### src/rtl/dcache_ctrl_if.sv
// Bundle of CPU, cache-SRAM and main-memory signals around dcache_ctrl.
// slave = the controller's view; master = the surrounding CPU/SRAM/memory side.
interface dcache_ctrl_if;
  // CPU MEM stage
  logic [31:0]  cpu_addr_i;
  logic [31:0]  cpu_data_i;
  logic         cpu_MemRead_i;
  logic         cpu_MemWrite_i;
  logic [31:0]  cpu_data_o;
  logic         cpu_stall_o;
  // Cache SRAM
  logic         sram_hit_i;
  logic [24:0]  sram_tag_i;
  logic [255:0] sram_data_i;
  logic [3:0]   cache_sram_index_o;
  logic [24:0]  cache_sram_tag_o;
  logic [255:0] cache_sram_data_o;
  logic         cache_sram_enable_o;
  logic         cache_sram_write_o;
  // Main memory
  logic [31:0]  mem_addr_o;
  logic [255:0] mem_data_o;
  logic         mem_enable_o;
  logic         mem_write_o;
  logic [255:0] mem_data_i;
  logic         mem_ack_i;

  modport slave (
    input  cpu_addr_i, cpu_data_i, cpu_MemRead_i, cpu_MemWrite_i,
    output cpu_data_o, cpu_stall_o,
    input  sram_hit_i, sram_tag_i, sram_data_i,
    output cache_sram_index_o, cache_sram_tag_o, cache_sram_data_o,
    output cache_sram_enable_o, cache_sram_write_o,
    output mem_addr_o, mem_data_o, mem_enable_o, mem_write_o,
    input  mem_data_i, mem_ack_i
  );

  modport master (
    output cpu_addr_i, cpu_data_i, cpu_MemRead_i, cpu_MemWrite_i,
    input  cpu_data_o, cpu_stall_o,
    output sram_hit_i, sram_tag_i, sram_data_i,
    input  cache_sram_index_o, cache_sram_tag_o, cache_sram_data_o,
    input  cache_sram_enable_o, cache_sram_write_o,
    input  mem_addr_o, mem_data_o, mem_enable_o, mem_write_o,
    output mem_data_i, mem_ack_i
  );
endinterface

### src/rtl/dcache_ctrl.sv
// Write-back, write-allocate controller for a 16-set, 32-byte-line cache.
// Define DCACHE_CTRL_PERF_CNT_EN to add saturating hit/miss counters.
module dcache_ctrl (
  input  logic          clk_i,
  input  logic          rst_i,
  dcache_ctrl_if.slave  bus
`ifdef DCACHE_CTRL_PERF_CNT_EN
  ,
  output logic [31:0]   hit_cnt_o,
  output logic [31:0]   miss_cnt_o
`endif
);

  typedef enum logic [2:0] {
    StIdle, StMiss, StWriteback, StReadMiss, StReadMissOk
  } state_e;

  state_e       state_q, state_d;
  logic         mem_enable_q, mem_enable_d;
  logic         mem_write_q, mem_write_d;
  logic [31:0]  mem_addr_q, mem_addr_d;
  logic [255:0] mem_data_q, mem_data_d;

  logic         req;
  logic         idle_hit;
  logic         victim_dirty;
  logic [2:0]   word_sel;
  logic [3:0]   index;
  logic [22:0]  cpu_tag;
  logic [31:0]  fetch_addr;
  logic         unused_addr_bits;

  assign req          = bus.cpu_MemRead_i | bus.cpu_MemWrite_i;
  assign word_sel     = bus.cpu_addr_i[4:2];
  assign index        = bus.cpu_addr_i[8:5];
  assign cpu_tag      = bus.cpu_addr_i[31:9];
  assign fetch_addr   = {bus.cpu_addr_i[31:5], 5'b0};
  assign idle_hit     = (state_q == StIdle) & bus.sram_hit_i;
  assign victim_dirty = bus.sram_tag_i[24] & bus.sram_tag_i[23];
  assign unused_addr_bits = ^bus.cpu_addr_i[1:0];

  always_ff @(posedge clk_i) begin
    if (rst_i) begin
      state_q      <= StIdle;
      mem_enable_q <= 1'b0;
      mem_write_q  <= 1'b0;
      mem_addr_q   <= '0;
      mem_data_q   <= '0;
    end else begin
      state_q      <= state_d;
      mem_enable_q <= mem_enable_d;
      mem_write_q  <= mem_write_d;
      mem_addr_q   <= mem_addr_d;
      mem_data_q   <= mem_data_d;
    end
  end

  always_comb begin
    state_d      = state_q;
    mem_enable_d = mem_enable_q;
    mem_write_d  = mem_write_q;
    mem_addr_d   = mem_addr_q;
    mem_data_d   = mem_data_q;
    unique case (state_q)
      StIdle: begin
        if (req && !bus.sram_hit_i) state_d = StMiss;
      end
      StMiss: begin
        mem_enable_d = 1'b1;
        if (victim_dirty) begin
          mem_write_d = 1'b1;
          mem_addr_d  = {bus.sram_tag_i[22:0], index, 5'b0};
          mem_data_d  = bus.sram_data_i;
          state_d     = StWriteback;
        end else begin
          mem_write_d = 1'b0;
          mem_addr_d  = fetch_addr;
          state_d     = StReadMiss;
        end
      end
      StWriteback: begin
        // Chain straight into the refill fetch with no idle cycle.
        if (bus.mem_ack_i) begin
          mem_write_d = 1'b0;
          mem_addr_d  = fetch_addr;
          state_d     = StReadMiss;
        end
      end
      StReadMiss: begin
        if (bus.mem_ack_i) begin
          mem_enable_d = 1'b0;
          state_d      = StReadMissOk;
        end
      end
      StReadMissOk: state_d = StIdle;
      default:      state_d = StIdle;
    endcase
  end

  always_comb begin
    bus.cpu_data_o          = '0;
    bus.cpu_stall_o         = req & ~idle_hit;
    bus.cache_sram_enable_o = req;
    bus.cache_sram_index_o  = index;
    bus.cache_sram_tag_o    = {1'b1, 1'b0, cpu_tag};
    bus.cache_sram_data_o   = bus.sram_data_i;
    bus.cache_sram_write_o  = 1'b0;
    if (idle_hit) begin
      bus.cpu_data_o = bus.sram_data_i[{word_sel, 5'b0} +: 32];
    end
    if (idle_hit && bus.cpu_MemWrite_i) begin
      bus.cache_sram_write_o                          = 1'b1;
      bus.cache_sram_tag_o                            = {1'b1, 1'b1, cpu_tag};
      bus.cache_sram_data_o[{word_sel, 5'b0} +: 32]   = bus.cpu_data_i;
    end else if ((state_q == StReadMiss) && bus.mem_ack_i) begin
      bus.cache_sram_write_o = 1'b1;
      bus.cache_sram_data_o  = bus.mem_data_i;
    end
  end

  assign bus.mem_enable_o = mem_enable_q;
  assign bus.mem_write_o  = mem_write_q;
  assign bus.mem_addr_o   = mem_addr_q;
  assign bus.mem_data_o   = mem_data_q;

`ifdef DCACHE_CTRL_PERF_CNT_EN
  logic [31:0] hit_cnt_q, miss_cnt_q;
  logic        after_refill_q;
  logic        hit_inc, miss_inc;

  // The retry hit that completes a refill is part of the miss, not a hit.
  assign hit_inc  = idle_hit & req & ~after_refill_q;
  assign miss_inc = (state_q == StIdle) & req & ~bus.sram_hit_i;

  always_ff @(posedge clk_i) begin
    if (rst_i) begin
      hit_cnt_q      <= '0;
      miss_cnt_q     <= '0;
      after_refill_q <= 1'b0;
    end else begin
      after_refill_q <= (state_q == StReadMissOk);
      if (hit_inc && (hit_cnt_q != 32'hFFFF_FFFF))   hit_cnt_q  <= hit_cnt_q + 32'd1;
      if (miss_inc && (miss_cnt_q != 32'hFFFF_FFFF)) miss_cnt_q <= miss_cnt_q + 32'd1;
    end
  end

  assign hit_cnt_o  = hit_cnt_q;
  assign miss_cnt_o = miss_cnt_q;
`endif

endmodule
### src/flat_wrapper.sv
// flat-port wrapper written by rule: the top's interface ports become plain ports
module dcache_ctrl_flat 
  (clk_i, rst_i, bus_cpu_addr_i, bus_cpu_data_i, bus_cpu_MemRead_i, bus_cpu_MemWrite_i, bus_cpu_data_o, bus_cpu_stall_o, bus_sram_hit_i, bus_sram_tag_i, bus_sram_data_i, bus_cache_sram_index_o, bus_cache_sram_tag_o, bus_cache_sram_data_o, bus_cache_sram_enable_o, bus_cache_sram_write_o, bus_mem_addr_o, bus_mem_data_o, bus_mem_enable_o, bus_mem_write_o, bus_mem_data_i, bus_mem_ack_i);
  dcache_ctrl_if bus_i ();
  input  logic clk_i;
  input  logic rst_i;
  input wire logic [$bits(bus_i.cpu_addr_i)-1:0] bus_cpu_addr_i;
  input wire logic [$bits(bus_i.cpu_data_i)-1:0] bus_cpu_data_i;
  input wire logic [$bits(bus_i.cpu_MemRead_i)-1:0] bus_cpu_MemRead_i;
  input wire logic [$bits(bus_i.cpu_MemWrite_i)-1:0] bus_cpu_MemWrite_i;
  output wire logic [$bits(bus_i.cpu_data_o)-1:0] bus_cpu_data_o;
  output wire logic [$bits(bus_i.cpu_stall_o)-1:0] bus_cpu_stall_o;
  input wire logic [$bits(bus_i.sram_hit_i)-1:0] bus_sram_hit_i;
  input wire logic [$bits(bus_i.sram_tag_i)-1:0] bus_sram_tag_i;
  input wire logic [$bits(bus_i.sram_data_i)-1:0] bus_sram_data_i;
  output wire logic [$bits(bus_i.cache_sram_index_o)-1:0] bus_cache_sram_index_o;
  output wire logic [$bits(bus_i.cache_sram_tag_o)-1:0] bus_cache_sram_tag_o;
  output wire logic [$bits(bus_i.cache_sram_data_o)-1:0] bus_cache_sram_data_o;
  output wire logic [$bits(bus_i.cache_sram_enable_o)-1:0] bus_cache_sram_enable_o;
  output wire logic [$bits(bus_i.cache_sram_write_o)-1:0] bus_cache_sram_write_o;
  output wire logic [$bits(bus_i.mem_addr_o)-1:0] bus_mem_addr_o;
  output wire logic [$bits(bus_i.mem_data_o)-1:0] bus_mem_data_o;
  output wire logic [$bits(bus_i.mem_enable_o)-1:0] bus_mem_enable_o;
  output wire logic [$bits(bus_i.mem_write_o)-1:0] bus_mem_write_o;
  input wire logic [$bits(bus_i.mem_data_i)-1:0] bus_mem_data_i;
  input wire logic [$bits(bus_i.mem_ack_i)-1:0] bus_mem_ack_i;
  assign bus_i.cpu_addr_i = bus_cpu_addr_i;
  assign bus_i.cpu_data_i = bus_cpu_data_i;
  assign bus_i.cpu_MemRead_i = bus_cpu_MemRead_i;
  assign bus_i.cpu_MemWrite_i = bus_cpu_MemWrite_i;
  assign bus_cpu_data_o = bus_i.cpu_data_o;
  assign bus_cpu_stall_o = bus_i.cpu_stall_o;
  assign bus_i.sram_hit_i = bus_sram_hit_i;
  assign bus_i.sram_tag_i = bus_sram_tag_i;
  assign bus_i.sram_data_i = bus_sram_data_i;
  assign bus_cache_sram_index_o = bus_i.cache_sram_index_o;
  assign bus_cache_sram_tag_o = bus_i.cache_sram_tag_o;
  assign bus_cache_sram_data_o = bus_i.cache_sram_data_o;
  assign bus_cache_sram_enable_o = bus_i.cache_sram_enable_o;
  assign bus_cache_sram_write_o = bus_i.cache_sram_write_o;
  assign bus_mem_addr_o = bus_i.mem_addr_o;
  assign bus_mem_data_o = bus_i.mem_data_o;
  assign bus_mem_enable_o = bus_i.mem_enable_o;
  assign bus_mem_write_o = bus_i.mem_write_o;
  assign bus_i.mem_data_i = bus_mem_data_i;
  assign bus_i.mem_ack_i = bus_mem_ack_i;
  dcache_ctrl u_core (.clk_i(clk_i), .rst_i(rst_i), .bus(bus_i));
endmodule
### config.mk
export PLATFORM = sky130hd
export DESIGN_NAME = dcache_ctrl_flat
export DESIGN_NICKNAME = d
export VERILOG_FILES = /design/src/rtl/dcache_ctrl_if.sv /design/src/rtl/dcache_ctrl.sv /design/src/flat_wrapper.sv
export SDC_FILE = /design/constraint.sdc
export NUM_CORES = 1
export LEC_CHECK = 0
export BUFFER_PORTS_ARGS = -buffer_cell sky130_fd_sc_hd__buf_4
export CORE_AREA = 2 2 479 481
export CTS_CLUSTER_DIAMETER = 60
export DETAILED_ROUTE_END_ITERATION = 7
export DIE_AREA = 0 0 481 483
export GPL_TIMING_DRIVEN = 1
export PLACE_DENSITY = 0.3
export SYNTH_ARGS = -nofsm -noshare
export SYNTH_HDL_FRONTEND = slang
export SYNTH_SLANG_ARGS = --single-unit
### constraint.sdc
create_clock -name clk_i -period 10.3 [get_ports clk_i]
set_clock_uncertainty 0.15 [all_clocks]
set_input_delay 1.03 -clock clk_i [delete_from_list [all_inputs] [get_ports clk_i]]
set_output_delay 1.03 -clock clk_i [all_outputs]
set_load 0.05 [all_outputs]
==> impl_results.md <==
* Hold Fails Final Rpt at 0
* Clock net sink count at 288
* Clock Latency Late Sink at between 0.6 and 0.7 ns
* Wire length per cell at 33.2 um
* Crit Path Max Fanout at 39
* Worst-case clock buffer depth at 3
* FILL cells at approximately 26000
* Vias at approximately 24000
* Grt total ovfl at 0
* Remaining DRCs at 0
* Max Fclk at 162 MHz
* WP data required at just over 9 ns
* HP Class: reg2reg
* I/O pin count at about 1200
* Port Buffers at 1208
* Cell variety after synth at 48
* RSZ-0062 raised after global routing: no
* Hold Slack at 0.304 ns
* Max Cap Violations at 0
* Clock transition at the registers of the reported paths at 0.05 ns
* DIE AREA at about 230000 sq um
* Static Leakage at between 10 and 15 nW
* Die width at a little under 500 um
* Multi-input combinational cell area at around 11000 sq um
* Sequential cell area at ~5800 sq um
* Synth area leader: dfxtp_1
* TritonRoute pass-1 iters at 5
* Largest net degree at the start of global routing at 115
* Placer Congestion at ~0.87
* Final setup vio count at 0
* Critical Path Start Type: primary input
* CTS tree: yes
* Critical path type: in2out
* Core area at about 230000 sq um
* Setup repair bufs after CTS at 0
* Detailed-placement wirelength estimate at about 180 mm
* Num CTS Buffers at a little over 60
* DR vias/cell at between 3 and 4
* Synthesis-stage register bit count at about 290
* Routed WL at 217 mm
* Area growth from synthesis to layout at 82.6%
* Top cells by count, synth: nand2_1, a21oi_1, dfxtp_1
* Vias in the first global route at 24200
* # rows at 175
* Final slew viol count at 0
* Gr usage total at 0.179
* Post-synth top area share at 0.327
* Syn Area/Cell at approximately 7.3 sq um
* Layout Nets at between 4000 and 5000
* VDD IR-drop max at about 100 uV
* CTS resizes at 0
* Worst setup margin at 4.12 ns
* EDFF count, synth at 0
* Initial antenna violation count at 66
* Initial Utilization at 0.0777
* Setup TNS at 0 ns
* CTS Hold Bufs at 0
* Sequential fraction of the synthesis area at 0.327
* Root Driver: clkbuf_16
* Setup WS pre-CTS at a little over 4 ns
* Htree depth at 2
* Synth Instances at approximately 2400
* Synthesized cell area at between 15000 and 20000 sq um
* Synth area leaders: dfxtp_1, nand2_1, a21oi_1, mux4_2, clkbuf_1
* Iteration-0 DRC Markers at approximately 1600
* Power after layout at approximately 5.2 mW
* Status: completed
* Arrival time worst endpoint at roughly 5 ns
* Final Critical Period at 6.18 ns
* Global-route wire length before repair at ~270 mm
* Layout cells sized above 1 at 0.432
* Chip height at between 400 and 500 um
* Share of flip-flops with an asynchronous set or reset at 0
* Synth warn at 0
* Post-route ant nets at 0
* Most common cell in the synthesized netlist: nand2_1
* Worst slew pin tran at around 1.2 ns
* Power Density at 161 nW/um^2
* Slew margin rel. at 0.179
* Crit. End Element: primary output
* Top FF cell, synth: dfxtp_1
* Fin crit share at 0.600
layout by cell type, fill, tap and decap left out, drive strengths merged, types with 2 or more instances in the layout:
cell,Yosys,final
buf,68,1255
nand2,890,890
a21oi,292,292
dfxtp,288,288
nor2,110,110
inv,73,82
clkbuf,186,75
nand2b,68,68
a221oi,64,64
mux4,64,64
o221a,64,64
a22oi,62,62
o211ai,52,52
nand3b,34,34
a311oi,23,23
diode,0,17
a221o,14,14
clkinv,0,12
bufinv,0,11
clkinvlp,0,7
conb,2,6
ha,6,6
mux2i,5,5
nor2b,5,5
nor3,5,5
nor4,5,5
a41oi,3,3
o21ai,3,3
or3,3,3
nor4b,2,2
o41a,2,2
path summary, 6_finish.rpt:
path	slack (ns)	end	start	cells after the start
min	0.30	u_core.bus.mem_data_o[93]$_SDFFE_PP0P_	u_core.bus.mem_data_o[93]$_SDFFE_PP0P_	2
max reg2reg	6.78	u_core.bus.mem_data_o[51]$_SDFFE_PP0P_	u_core.state_q[0]$_SDFFE_PP0P_	7
max	4.12	bus_cache_sram_data_o[94]	bus_cpu_addr_i[4]	9
min reg2reg	0.30	u_core.bus.mem_data_o[93]$_SDFFE_PP0P_	u_core.bus.mem_data_o[93]$_SDFFE_PP0P_	2
power by group:
group          internal (mW)  switching, mW  total (mW)
clock network           1.45          0.808        2.26
registers               1.16         0.0315        1.19
logic                  0.513           1.22        1.73
total                   3.13           2.06        5.19
flip-flops by register name, indices dropped and copies added, names as in the netlist:
register,flops
u_core.bus.mem_data_o,256
u_core.bus.mem_addr_o,27
u_core.state_q,3
u_core.bus.mem_enable_o,1
u_core.bus.mem_write_o,1
per-layer routing:
metal  global-route usage  vias up  share of wire
met3               0.0602      257          0.086
met5                    0        -        0.00095
met4               0.0641       30          0.040
met2                0.325     1257           0.51
met1                0.190    11800           0.36
li1                     -    10500              -
cell families after synthesis:
logic type / synth area share
other: 0.000426
and+or+nand+nor: 0.264
buffers and inverters: 0.0805
muxes: 0.0847
AOI/OAI and AO/OA: 0.238
DFF: 0.327
adders and majority gates: 0.00426
critical path: stages:
cell,delay (ns)
buf_4,0.19
inv_2,0.07
buf_4,0.54
ha_4,0.61
buf_4,0.55
nand2b_1,1.01
nand2b_1,0.40
a221oi_1,0.18
buf_4,0.26
stage by stage:
stage / cells / cell area [sq um] / utilization
6_report: 6550 / 32200 / 0.142
5_1_grt: 6535 / 32100 / 0.142
4_1_cts: 6533 / 32100 / 0.142
3_5_place_dp: 6419 / 29900 / 0.132
3_3_place_gp: 6419 / 29900 / 0.132
2_1_floorplan: 2409 / 17600 / -
final cells by class:
type | count | share of cell area
antenna | 17 | 0.00132
clock buffer | 75 | 0.0529
clock inverter | 39 | 0.0173
inverter | 73 | 0.00852
multi-input combinational | 1794 | 0.330
sequential | 288 | 0.179
tap | 3009 | 0.117
timing repair buffer | 1255 | 0.294
Note: power is estimated with default switching activity, not from simulation.
